File: src/rtl/sar_busca_comparador.sv
// Binary-search controller driving an external magnitude comparator; one probe/cycle, <= WIDTH+1 probes.
// Latency: start -> first guess 1 cycle; no backpressure, start ignored while busy. Option: SAR_FLAG_CHECK_EN.
module sar_busca_comparador #(
   parameter int WIDTH = 5
) (
   input  logic             clk,
   input  logic             reset,
   input  logic             start,
   input  logic             AltB,
   input  logic             AeqB,
   input  logic             AgtB,
   output logic [WIDTH-1:0] guess,
   output logic             busy,
   output logic             done,
   output logic             found,
   output logic             err
);

   localparam logic [1:0] ST_IDLE  = 2'd0;
   localparam logic [1:0] ST_PROBE = 2'd1;
   localparam logic [1:0] ST_DONE  = 2'd2;

   localparam logic [WIDTH-1:0] MAX_VAL   = '1;
   localparam logic [WIDTH-1:0] FIRST_VAL = {1'b0, {(WIDTH-1){1'b1}}};

   logic [1:0]       state;
   logic [WIDTH-1:0] lo;
   logic [WIDTH-1:0] hi;

   // Sums are one bit wider so lo+hi style midpoints never overflow.
   logic [WIDTH:0] up_sum;
   logic [WIDTH:0] dn_sum;

   assign up_sum = {1'b0, guess} + {{WIDTH{1'b0}}, 1'b1} + {1'b0, hi};
   assign dn_sum = {1'b0, lo} + {1'b0, guess} - {{WIDTH{1'b0}}, 1'b1};

   logic flags_bad;
`ifdef SAR_FLAG_CHECK_EN
   assign flags_bad = ({AltB, AeqB, AgtB} != 3'b001) &&
                      ({AltB, AeqB, AgtB} != 3'b010) &&
                      ({AltB, AeqB, AgtB} != 3'b100);
`else
   assign flags_bad = 1'b0;
`endif

   always_ff @(posedge clk) begin
      if (reset) begin
         state <= ST_IDLE;
         lo    <= '0;
         hi    <= MAX_VAL;
         guess <= '0;
         busy  <= 1'b0;
         done  <= 1'b0;
         found <= 1'b0;
         err   <= 1'b0;
      end else begin
         case (state)
            ST_IDLE, ST_DONE: begin
               if (start) begin
                  state <= ST_PROBE;
                  lo    <= '0;
                  hi    <= MAX_VAL;
                  guess <= FIRST_VAL;
                  busy  <= 1'b1;
                  done  <= 1'b0;
                  found <= 1'b0;
                  err   <= 1'b0;
               end
            end
            ST_PROBE: begin
               if (flags_bad) begin
                  state <= ST_DONE;
                  busy  <= 1'b0;
                  done  <= 1'b1;
                  found <= 1'b0;
                  err   <= 1'b1;
               end else if (AeqB) begin
                  state <= ST_DONE;
                  busy  <= 1'b0;
                  done  <= 1'b1;
                  found <= 1'b1;
               end else if (AgtB) begin
                  if (guess == hi) begin
                     state <= ST_DONE;
                     busy  <= 1'b0;
                     done  <= 1'b1;
                     found <= 1'b0;
                  end else begin
                     lo    <= guess + 1'b1;
                     guess <= up_sum[WIDTH:1];
                  end
               end else if (AltB) begin
                  if (guess == lo) begin
                     state <= ST_DONE;
                     busy  <= 1'b0;
                     done  <= 1'b1;
                     found <= 1'b0;
                  end else begin
                     hi    <= guess - 1'b1;
                     guess <= dn_sum[WIDTH:1];
                  end
               end
               // No flag raised: hold everything and retry next cycle.
            end
            default: begin
               state <= ST_IDLE;
               busy  <= 1'b0;
               done  <= 1'b0;
            end
         endcase
      end
   end

endmodule
File: config.mk
export PLATFORM = sky130hd
export DESIGN_NAME = sar_busca_comparador
export DESIGN_NICKNAME = d
export VERILOG_FILES = /design/src/rtl/sar_busca_comparador.sv
export SDC_FILE = /design/constraint.sdc
export NUM_CORES = 1
export LEC_CHECK = 0
export ABC_AREA = 1
export ABC_CLOCK_PERIOD_IN_PS = 3000
export CORE_MARGIN = 2
export CORE_UTILIZATION = 45
export DETAILED_ROUTE_END_ITERATION = 10
export PLACE_DENSITY = 0.65
export SETUP_SLACK_MARGIN = 0.4
export SYNTH_ARGS = -nofsm -noshare
export SYNTH_HDL_FRONTEND = slang
export SYNTH_SLANG_ARGS = --single-unit
File: constraint.sdc
create_clock -name clk -period 3 [get_ports clk]
set_clock_uncertainty 0.2 [all_clocks]
set_input_delay 0.3 -clock clk [delete_from_list [all_inputs] [get_ports clk]]
set_output_delay 0.3 -clock clk [all_outputs]
set_load 0.02 [all_outputs]
# == Word level (Yosys, flattened, before mapping) ==
# Cells that the tools add are included.
# Widths: inputs -> output; s select.
# classes
addsub,6
n_reduce_logical,8
eq_ne,17
n_mux,41
# op_table
cell,count
$mux 5,15
$pmux 5 s2,3
$ne 2x2->1 const B,7
$mux 1,13
$mux 2,6
$ne 4x4->1 const B,3
$reduce_and 6->1,2
$eq 5x5->1,2
$reduce_and 5->1,2
$ne 3x3->1 const B,3
$add 5x1->6 const B,1
$add 5x5->6,1
$add 6x5->6,1
$pmux 1 s2,3
$sub 6x1->6 const B,1
$add 5x1->5 const B,1
$sub 5x1->5 const B,1
$pmux 2 s2,1
$reduce_and 4->1,1
$eq 2x1->1 const B,1
$eq 2x2->1 const B,1
$logic_not 2->1,1
$reduce_bool 2->1,1
$reduce_or 2->1,1
# totals
out_inout_bits,9
reg_bits,20
in_bits,6
elab_cells,79

# == Depth between registers and ports, before layout ==
# Gate-level depths: netlist (run 1).
# logic_depth
word_depth,7
mapped_depth,12

# == Worst setup path after synthesis (run 1) ==
# OpenSTA, ideal clock, no wires.
# synth_path
path_kind,register to register
from,register guess[1]
to,register guess[4]
t_required_ps,2730
path_stages_with_launch,13
path_buffers,0
setup_time_ps,70
t_arrival_ps,2192
setup_slack_ps,538
cell_sequence,dfxtp_1 -> inv_1 -> ha_1 -> inv_1 -> ha_1 -> inv_1 -> fa_1 -> inv_1 -> nand3_1 -> a21o_1 -> nand3_1 -> nand3_1 -> a21oi_1
# synth_between
elab_chain_cells,7
elab_cells_between_ends,15
# synth_lines
item,line_no,text
from (decl),12,"output logic [WIDTH-1:0] guess,"
from (signal assigned),90,guess <= up_sum[WIDTH:1];
from (signal assigned),100,guess <= dn_sum[WIDTH:1];
$add 5x5->6,35,"assign dn_sum = {1'b0, lo} + {1'b0, guess} - {{WIDTH{1'b0}}, 1'b1};"
$sub 6x1->6,35,
$mux 5,93,if (guess == lo) begin
$mux 5,92,end else if (AltB) begin
$mux 5,82,end else if (AgtB) begin
$mux 5,77,end else if (AeqB) begin
$pmux 5 s2,57,case (state)
# Several ways; a longest one is shown, not always the timed one. The select of a mux whose other input is x is not followed.
# A chain may end at the register's enable or synchronous reset.

# == Final worst setup path (run 1) ==
# Same ends and word-level chain as after synthesis.

==> results_dict.tcl, run 1 <==
set metrics [dict create \
    start_util_pct 45.9 \
    top_layer "met4" \
    cp.required_ps 3050 \
    wl_met1_mm 1.70 \
    reg2reg_depth 12 \
    fin_setup_tns_ps 0 \
    synth_top_area_share_pct 25.2 \
    place_hpwl_mm 2.69 \
    internal_power_mw 0.509 \
    relSlewSlack_pct 65.7 \
    clockPowerShare_pct 15.6 \
    n_fill_cell 350 \
    synth_top_family_by_area "simple AND/OR/NAND/NOR gates" \
    portBuffers 13 \
    area_growth_pct 13.2 \
    crit_path_end_kind "flop" \
    drt_first_iter_violations 86 \
    synth_edf_count 0 \
    crit_path_end "guess[4]$_SDFFE_PP0P_" \
    wl_per_cell_um 12.1 \
    met3_length_um 139 \
    netlist_instances 225 \
    drtPass1Iterations 4 \
    ir_worst_vdd_uv 268 \
    async_reset_ff_share_pct 0 \
    netSwitchingFraction_pct 43.5 \
    pin_count 15 \
    final-hold-violation-count 0 \
    synth_xor_area_share_pct 0 \
    ant_nets 0 \
    synth_fa_ha_area_share_pct 15.9 \
    wl_met2_mm 1.56 \
    worst_slew_pin_slew_ps 514 \
    clk_latency_ps 310 \
    numCtsBuffers 3 \
    core_region_area_um2 3280 \
    ys_seq_area_share_pct 25.2 \
    yosys-mux-area-fraction_pct 0 \
    p_sw_mw 0.391 \
    synth_compound_area_share_pct 11.3 \
    ys_warn_count 0 \
    cp.arrival_ps 2460 \
    drive_gt1_share_pct 9.62 \
    cpPeakStageDelay_ps 430 \
    ys_types 28 \
    startpoint "guess[1]$_SDFFE_PP0P_" \
    cts_tree "done" \
    startpoint_type "flop" \
    htreeDepth 1 \
    rsz0062_at_grt "no" \
    gr-total-overflow 0 \
    crit_chain "inv_1 -> ha_1 -> inv_1 -> ha_1 -> inv_1 -> fa_1 -> inv_1 -> nand3_1 -> a21o_1 -> nand3_1 -> nand3_1 -> a21oi_1" \
    diodes 0 \
    ctsRootBufferMaster "clkbuf_4" \
    period_needed_ps 2410 \
    synth_area_leaders "dfxtp_1, ha_1, nand2_1, nand3_1, inv_1" \
    setup_viol 0 \
    syn_nets 249 \
    worstPathMaxFanout 8 \
    seq_power_share_pct 35.0 \
    pwr-share-comb_pct 49.3 \
    clock_sinks 19 \
    fin_nets 264 \
    syn_area_per_cell_um2 6.70 \
    netlist_area_um2 1510 \
    grt_use_total_pct 19.2 \
    synthSimpleGateAreaFrac_pct 37.4 \
    cellLeakagePower_nw 0.821 \
    finalMaxSlewViolations 0 \
    p_per_area_nw_per_um2 527 \
    place_congestion 0.857 \
    reg2reg_slack_ps 590 \
    r2r_start "guess[1]$_SDFFE_PP0P_" \
    grt_pass1_wl_mm 5.42 \
    die_h_um 61.9 \
    r2r-end "guess[4]$_SDFFE_PP0P_" \
    cts_buffer_depth 2 \
    synth_area_leader_cell "dfxtp_1" \
    timing.final.crit_share_pct 80.3 \
    drc 0 \
    outcome "complete, no violations" \
    crit_path_frequent_cell "inv_1" \
    ys_ff_latch 19 \
    via_per_inst 5.06 \
    post_cts_buffers 0 \
    path_clk_slew_ps 120 \
    clock.fmax_ghz 0.415 \
    hold_path.class "flop to flop" \
    critPathKind "flop to flop" \
    cpMaxStageDelayCell "dfxtp_2" \
    finalWirelength_mm 3.45 \
    die_x_um 61.9 \
    dr_total_vias 1443 \
    placementRows 21 \
    grt_max_degree 17 \
    yosys_most_used_dff "dfxtp_1" \
    antenna_found_initial 0 \
    drv_cap 0 \
    synthMostInstantiatedCell "nand2_1" \
    grt_pass1_vias 1208 \
    synth_common_cells "nand2_1, inv_1, nand3_1, nor2_1, dfxtp_1" \
    fin_util_pct 52.0 \
    die_area_um2 3830 \
]
## state kept, by name, summed over array words and instances (netlist names)
| name | cells |
|---|---|
| busy | 1 |
| done | 1 |
| found | 1 |
| guess | 5 |
| hi | 5 |
| lo | 5 |
| state | 1 |
## worst max-delay path, delay by kind of cell (launching register included)
kind	cells	cell delay, ps
AO/OA/AOI/OAI	2	310
flip-flops	1	430
AND/OR/NAND/NOR	3	240
adder cells (fa/ha/maj)	3	840
buffers and inverters	4	340
## layout by cell type (no fill, tap or decap), drive strengths merged, types with 2 or more instances in the layout
| cell | netlist | routed |
|---|---|---|
| clkdlybuf4s50 | 0 | 13 |
| clkbuf | 1 | 3 |
| dfxtp | 19 | 19 |
| nand4 | 4 | 4 |
| o31ai | 2 | 2 |
| nand3 | 30 | 30 |
| ha | 16 | 16 |
| or2 | 2 | 2 |
| o21ai | 13 | 13 |
| a21oi | 15 | 15 |
| nor2 | 27 | 27 |
| inv | 34 | 34 |
| fa | 2 | 2 |
| nand2 | 51 | 51 |
| nor3 | 2 | 2 |
## layer usage
layer / track usage, % / vias up
li1: - / 761
met1: 26.9 / 643
met2: 29.6 / 32
met3: 3.93 / 7
met4: 6.38 / 0
met5: 0 / -
## final cells by class
cell class / count / area (um2) / area share, %
repair buffers: 13 / 130 / 7.62
multi-input cells: 169 / 978 / 57.3
flip-flops and latches: 19 / 383 / 22.4
well taps: 46 / 57.6 / 3.37
clock inverters: 1 / 5.00 / 0.293
inverters: 34 / 130 / 7.62
clock buffers: 3 / 22.5 / 1.32
## power groups by stage
stage | sequential [mW] | clock [mW] | combinational (mW)
detailed placement | 0.320 | 0 | 0.441
floorplan | 0.327 | 0 | 0.322
finish | 0.315 | 0.141 | 0.444
global route | 0.321 | 0.153 | 0.508
CTS | 0.315 | 0.144 | 0.444
global placement | 0.320 | 0 | 0.442
## how the worst min path moves through the flow
stage                     cells past startpoint               from                end  slack [ps]
after global routing                          2  done$_SDFFE_PP0P_  done$_SDFFE_PP0P_         290
after CTS                                     2  done$_SDFFE_PP0P_  done$_SDFFE_PP0P_         270
final                                         2  done$_SDFFE_PP0P_  done$_SDFFE_PP0P_         270
after detailed placement                      2  done$_SDFFE_PP0P_  done$_SDFFE_PP0P_         260
after global placement                        2  done$_SDFFE_PP0P_  done$_SDFFE_PP0P_         250
after floorplan                               1              reset  done$_SDFFE_PP0P_         170
## cells by family (layout without fill, tap and decap cells)
kind of cell	after synthesis	count (layout)
and+or+nand+nor	118	118
buffers and inverters	37	51
AOI/OAI and AO/OA	32	32
DFF	19	19
adders and majority gates	18	18
other	1	1
## repair_timing
| action | in CTS | in global routing |
|---|---|---|
| endpoints found under the setup margin | 0 | 1 |
| gates resized for setup | 0 | 2 |
| hold buffers | 0 | 0 |
## per-stage QoR
step / hold slack [ps] / total power, mW / std cells / setup slack, ps / cell area [um2]
6_report: 270 / 0.900 / 285 / 591 / 1710
5_1_grt: 292 / 0.981 / 285 / 423 / 1710
4_1_cts: 273 / 0.903 / 285 / 473 / 1700
3_5_place_dp: 255 / 0.761 / 281 / 516 / 1680
3_3_place_gp: 253 / 0.762 / 281 / 577 / 1680
2_1_floorplan: 169 / 0.650 / 225 / 538 / 1510
No activity file was read; power rests on OpenSTA's default activity.
==> run 2, diff against run 1 <==
--- a/config.mk
+++ b/config.mk
@@ -6,7 +6,7 @@
 export NUM_CORES = 1
 export LEC_CHECK = 0
 export ABC_AREA = 1
-export ABC_CLOCK_PERIOD_IN_PS = 3000
+export ABC_CLOCK_PERIOD_IN_PS = 2400
 export CORE_MARGIN = 2
 export CORE_UTILIZATION = 45
 export DETAILED_ROUTE_END_ITERATION = 10
==> constraint.sdc (replaced) <==
create_clock -name clk -period 2.4 [get_ports clk]
set_clock_uncertainty 0.2 [all_clocks]
set_input_delay 0.24 -clock clk [delete_from_list [all_inputs] [get_ports clk]]
set_output_delay 0.24 -clock clk [all_outputs]
set_load 0.02 [all_outputs]
==> results_dict.tcl, run 2 (synthesized netlist as in run 1, its figures left out) <==
set metrics [dict create \
    via_per_inst 5.01 \
    hold_slack_ps 268 \
    p_per_area_nw_per_um2 659 \
    die_h_um 61.9 \
    ctsRootBufferMaster "clkbuf_4" \
    finalWirelength_mm 3.80 \
    place_hpwl_mm 2.83 \
    worstPathMaxFanout 3 \
    top_regs "guess (5), hi (5), lo (5)" \
    cts_tree "done" \
    drt_first_iter_violations 71 \
    clockPowerShare_pct 14.1 \
    start_util_pct 45.9 \
    clock_sinks 19 \
    fin_nets 279 \
    drive_gt1_share_pct 25.6 \
    pwr-share-comb_pct 56.0 \
    crit_chain "inv_2 -> ha_4 -> inv_4 -> ha_4 -> inv_2 -> fa_2 -> inv_2 -> nand3_2 -> a21o_1 -> nand3_1 -> nand3_1 -> a21oi_1" \
    pin_count 15 \
    startpoint_type "flop" \
    grt_pass1_wl_mm 6.08 \
    reg2reg_slack_ps 360 \
    path_clk_slew_ps 140 \
    clk_latency_ps 320 \
    antenna_found_initial 0 \
    core_region_area_um2 3280 \
    fin_util_pct 59.8 \
    netSwitchingFraction_pct 42.8 \
    ant_nets 0 \
    portBuffers 13 \
    die_x_um 61.9 \
    dr_total_vias 1503 \
    cpPeakStageDelay_ps 360 \
    final-hold-violation-count 0 \
    timing.final.crit_share_pct 85.2 \
    path_buf_inv 4 \
    crit_path_frequent_cell "inv_2" \
    relSlewSlack_pct 65.6 \
    clock.fmax_ghz 0.489 \
    hold_buffers 0 \
    critical-path-top-delay-family "adder cells" \
    worst_slew_pin_slew_ps 515 \
    finalMaxSlewViolations 0 \
    most-common-layout-cells "nand2_1, nand3_1, nor2_1" \
    gr-total-overflow 0 \
    ir_worst_vdd_uv 343 \
    htreeDepth 1 \
    numCtsBuffers 3 \
    diodes 0 \
    wl_per_cell_um 12.7 \
    cp.required_ps 2460 \
    drc 0 \
    crit_path_end_kind "flop" \
    placementRows 21 \
    die_area_um2 3830 \
    place_congestion 0.870 \
    drtPass1Iterations 4 \
    period_needed_ps 2040 \
    area_growth_pct 30.2 \
    cellLeakagePower_nw 0.904 \
    p_sw_mw 0.554 \
    rsz0062_at_grt "yes" \
    critPathKind "flop to flop" \
    outcome "complete, no violations" \
    cpMaxStageDelayCell "dfxtp_2" \
    fin_setup_tns_ps 0 \
    grt_pass1_vias 1348 \
    hold_path.class "flop to flop" \
    seq_power_share_pct 30.0 \
    cts_buffer_depth 2 \
    cp.arrival_ps 2100 \
    internal_power_mw 0.741 \
    final_common_cell "nand2_1" \
    grt_use_total_pct 21.6 \
    drv_cap 0 \
    setup_viol 0 \
    grt_max_degree 17 \
]
-- run 2: worst min-delay path, delay by kind of cell, from the launching register on --
family	cells	cell delay, ps
flip-flops	1	330
AND/OR/NAND/NOR	1	60
AO/OA/AOI/OAI	1	50
-- run 2: metrics by stage --
| step | setup slack [ps] | std cells | cell area [um2] | power, mW |
|---|---|---|---|---|
| after CTS | 359 | 293 | 1840 | 1.23 |
| final | 356 | 300 | 1960 | 1.29 |
| after detailed placement | 271 | 283 | 1750 | 1.02 |
| after global placement | 280 | 283 | 1750 | 1.01 |
| after floorplan | 361 | 225 | 1570 | 0.857 |
| after global routing | 266 | 300 | 1960 | 1.40 |
-- run 2: per-layer routing --
layer | track usage (%) | wire (um)
met3 | 2.28 | 134
met5 | 0 | 0
met2 | 35.5 | 1730
met4 | 8.21 | 87
met1 | 29.3 | 1850
-- run 2: worst paths after layout --
path                       from                     to  depth (start not counted)
max          lo[1]$_SDFFE_PP0P_  guess[4]$_SDFFE_PP0P_                         12
min          found$_SDFFE_PP0P_     found$_SDFFE_PP0P_                          2
max reg2reg  lo[1]$_SDFFE_PP0P_  guess[4]$_SDFFE_PP0P_                         12
min reg2reg  found$_SDFFE_PP0P_     found$_SDFFE_PP0P_                          2
-- run 2: repair_timing --
action,in CTS,in global routing
endpoints found under the setup margin,14,18
cloned,0,0
pin swaps,6,8
gates resized for setup,8,15
setup buffers,6,7
-- run 2: layout make-up --
type                       instances  area [um2]
inverter                          34         140
fill                             320        1320
clock inverter                     1        5.00
sequential                        19         400
timing repair buffer              28         255
clock buffer                       3        22.5
multi-input combinational        169        1080
tap                               46        57.6
-- run 2: power by group through the flow --
stage / sequential, mW / clock, mW / combinational, mW
2_1_floorplan: 0.415 / 0 / 0.442
3_5_place_dp: 0.407 / 0 / 0.610
3_3_place_gp: 0.407 / 0 / 0.605
4_1_cts: 0.387 / 0.186 / 0.660
6_report: 0.388 / 0.182 / 0.724
5_1_grt: 0.393 / 0.192 / 0.812
==> run 3, diff against run 2 <==
--- a/config.mk
+++ b/config.mk
@@ -7,8 +7,9 @@
 export LEC_CHECK = 0
 export ABC_AREA = 1
 export ABC_CLOCK_PERIOD_IN_PS = 2400
-export CORE_MARGIN = 2
+export CORE_MARGIN = 5
 export CORE_UTILIZATION = 45
+export CTS_CLUSTER_SIZE = 25
 export DETAILED_ROUTE_END_ITERATION = 10
 export PLACE_DENSITY = 0.65
 export SETUP_SLACK_MARGIN = 0.4
==> results_dict.tcl, run 3 (synthesized netlist as in run 1, its figures left out) <==
set metrics [dict create \
    finalMaxSlewViolations 0 \
    core_region_area_um2 3280 \
    cellLeakagePower_nw 0.907 \
    final_common_cell "nand2_1" \
    hold_slack_ps 278 \
    cp.required_ps 2410 \
    path_clk_slew_ps 130 \
    place_hpwl_mm 2.99 \
    grt_pass1_vias 1421 \
    drive_gt1_share_pct 32.9 \
    cts_tree "done" \
    wl_met2_mm 2.17 \
    outcome "complete, no violations" \
    gr-total-overflow 0 \
    via_per_inst 5.25 \
    crit_path_end_kind "flop" \
    startpoint "lo[1]$_SDFFE_PP0P_" \
    setup_viol 0 \
    final-hold-violation-count 0 \
    dp.cells 282 \
    ant_nets 0 \
    drtPass1Iterations 4 \
    finalWirelength_mm 4.36 \
    start_util_pct 45.9 \
    wl_met1_mm 2.00 \
    pin_count 15 \
    wl_per_cell_um 14.5 \
    grt_pass1_wl_mm 6.58 \
    antenna_found_initial 0 \
    rsz0062_at_grt "yes" \
    cts_buffer_depth 2 \
    die_h_um 67.9 \
    met3_length_um 153 \
    area_growth_pct 37.3 \
    cp.arrival_ps 2060 \
    p_per_area_nw_per_um2 669 \
    diodes 0 \
    final-seq-area_um2 398 \
    hold_path.class "flop to flop" \
    critPathKind "flop to flop" \
    place_congestion 0.839 \
    worstPathMaxFanout 3 \
    multi_input_area_um2 1180 \
    drc 0 \
    timing.final.crit_share_pct 85.4 \
    instances_no_fill 301 \
    drt_first_iter_violations 97 \
    n_fill_cell 310 \
    min-delay-start "done$_SDFFE_PP0P_" \
    portBuffers 13 \
    ctsRootBufferMaster "clkbuf_4" \
    placementRows 21 \
    dr_total_vias 1580 \
    clock_sinks 19 \
    top_regs "guess (5), hi (5), lo (5)" \
    clock.fmax_ghz 0.488 \
    drv_cap 0 \
    r2r_start "lo[1]$_SDFFE_PP0P_" \
    relSlewSlack_pct 63.9 \
    grt_max_degree 17 \
    top_layer "met4" \
    numCtsBuffers 3 \
    startpoint_type "flop" \
    die_area_um2 4610 \
    clk_latency_ps 320 \
    grt_use_total_pct 19.1 \
    worst_slew_pin_slew_ps 541 \
    fin_ws_ps 350 \
    pre_cts_ws_ps 252 \
    htreeDepth 1 \
    most-common-layout-cells "nand2_1, nor2_1, nand3_1" \
    period_needed_ps 2050 \
    ir_worst_vdd_uv 435 \
    die_x_um 67.9 \
    fin_nets 280 \
    fin_setup_tns_ps 0 \
    fin_util_pct 63.0 \
]
-- run 3: cell types whose count changed in the layout (fill, tap and decap cells not counted), sizes merged --
cell	previous run	this run
clkinvlp	0	1
inv	34	33
buf	15	16
-- run 3: routing by layer --
metal / global-route usage [%] / vias up
met3: 2.13 / 5
li1: - / 800
met1: 25.7 / 746
met2: 32.6 / 29
met4: 4.96 / 0
met5: 0 / -
-- run 3: layout make-up --
class                      instances  area share, %
clock buffer                       3           1.09
multi-input combinational        169           57.2
sequential                        19           19.2
timing repair buffer              29           12.7
inverter                          34           6.83
tap                               46           2.78
clock inverter                     1          0.242
-- run 3: worst paths after layout --
path / end / slack (ps) / depth (start not counted)
max: guess[2]$_SDFFE_PP0P_ / 350 / 12
min: done$_SDFFE_PP0P_ / 280 / 2
max reg2reg: guess[2]$_SDFFE_PP0P_ / 350 / 12
min reg2reg: done$_SDFFE_PP0P_ / 280 / 2
-- run 3: timing repair --
| item | in CTS | in global routing |
|---|---|---|
| pin swaps | 2 | 19 |
| buffers inserted | 10 | 5 |
| endpoints found under the setup margin | 14 | 19 |
| hold buffers | 0 | 0 |
| resized for setup | 10 | 33 |
-- run 3: worst max-delay path, cell delays in order, from the launching register on --
cell,delay [ps]
dfxtp_2,360
inv_2,40
ha_4,240
inv_4,50
ha_4,120
inv_2,40
fa_2,340
inv_2,80
a21oi_1,60
o21ai_1,120
nand3_1,120
nor2_2,120
nor2_1,50
-- run 3: power by group --
part,leakage (nW),switching (mW),internal (mW)
registers,0.160,0.0347,0.356
clock network,0.0177,0.118,0.0625
logic,0.729,0.452,0.362
total,0.907,0.605,0.780
-- run 3: metrics by stage --
step	power, mW	area, um2
2_1_floorplan	0.857	1570
3_3_place_gp	1.01	1750
3_5_place_dp	1.02	1750
4_1_cts	1.26	1880
5_1_grt	1.50	2070
6_report	1.38	2070
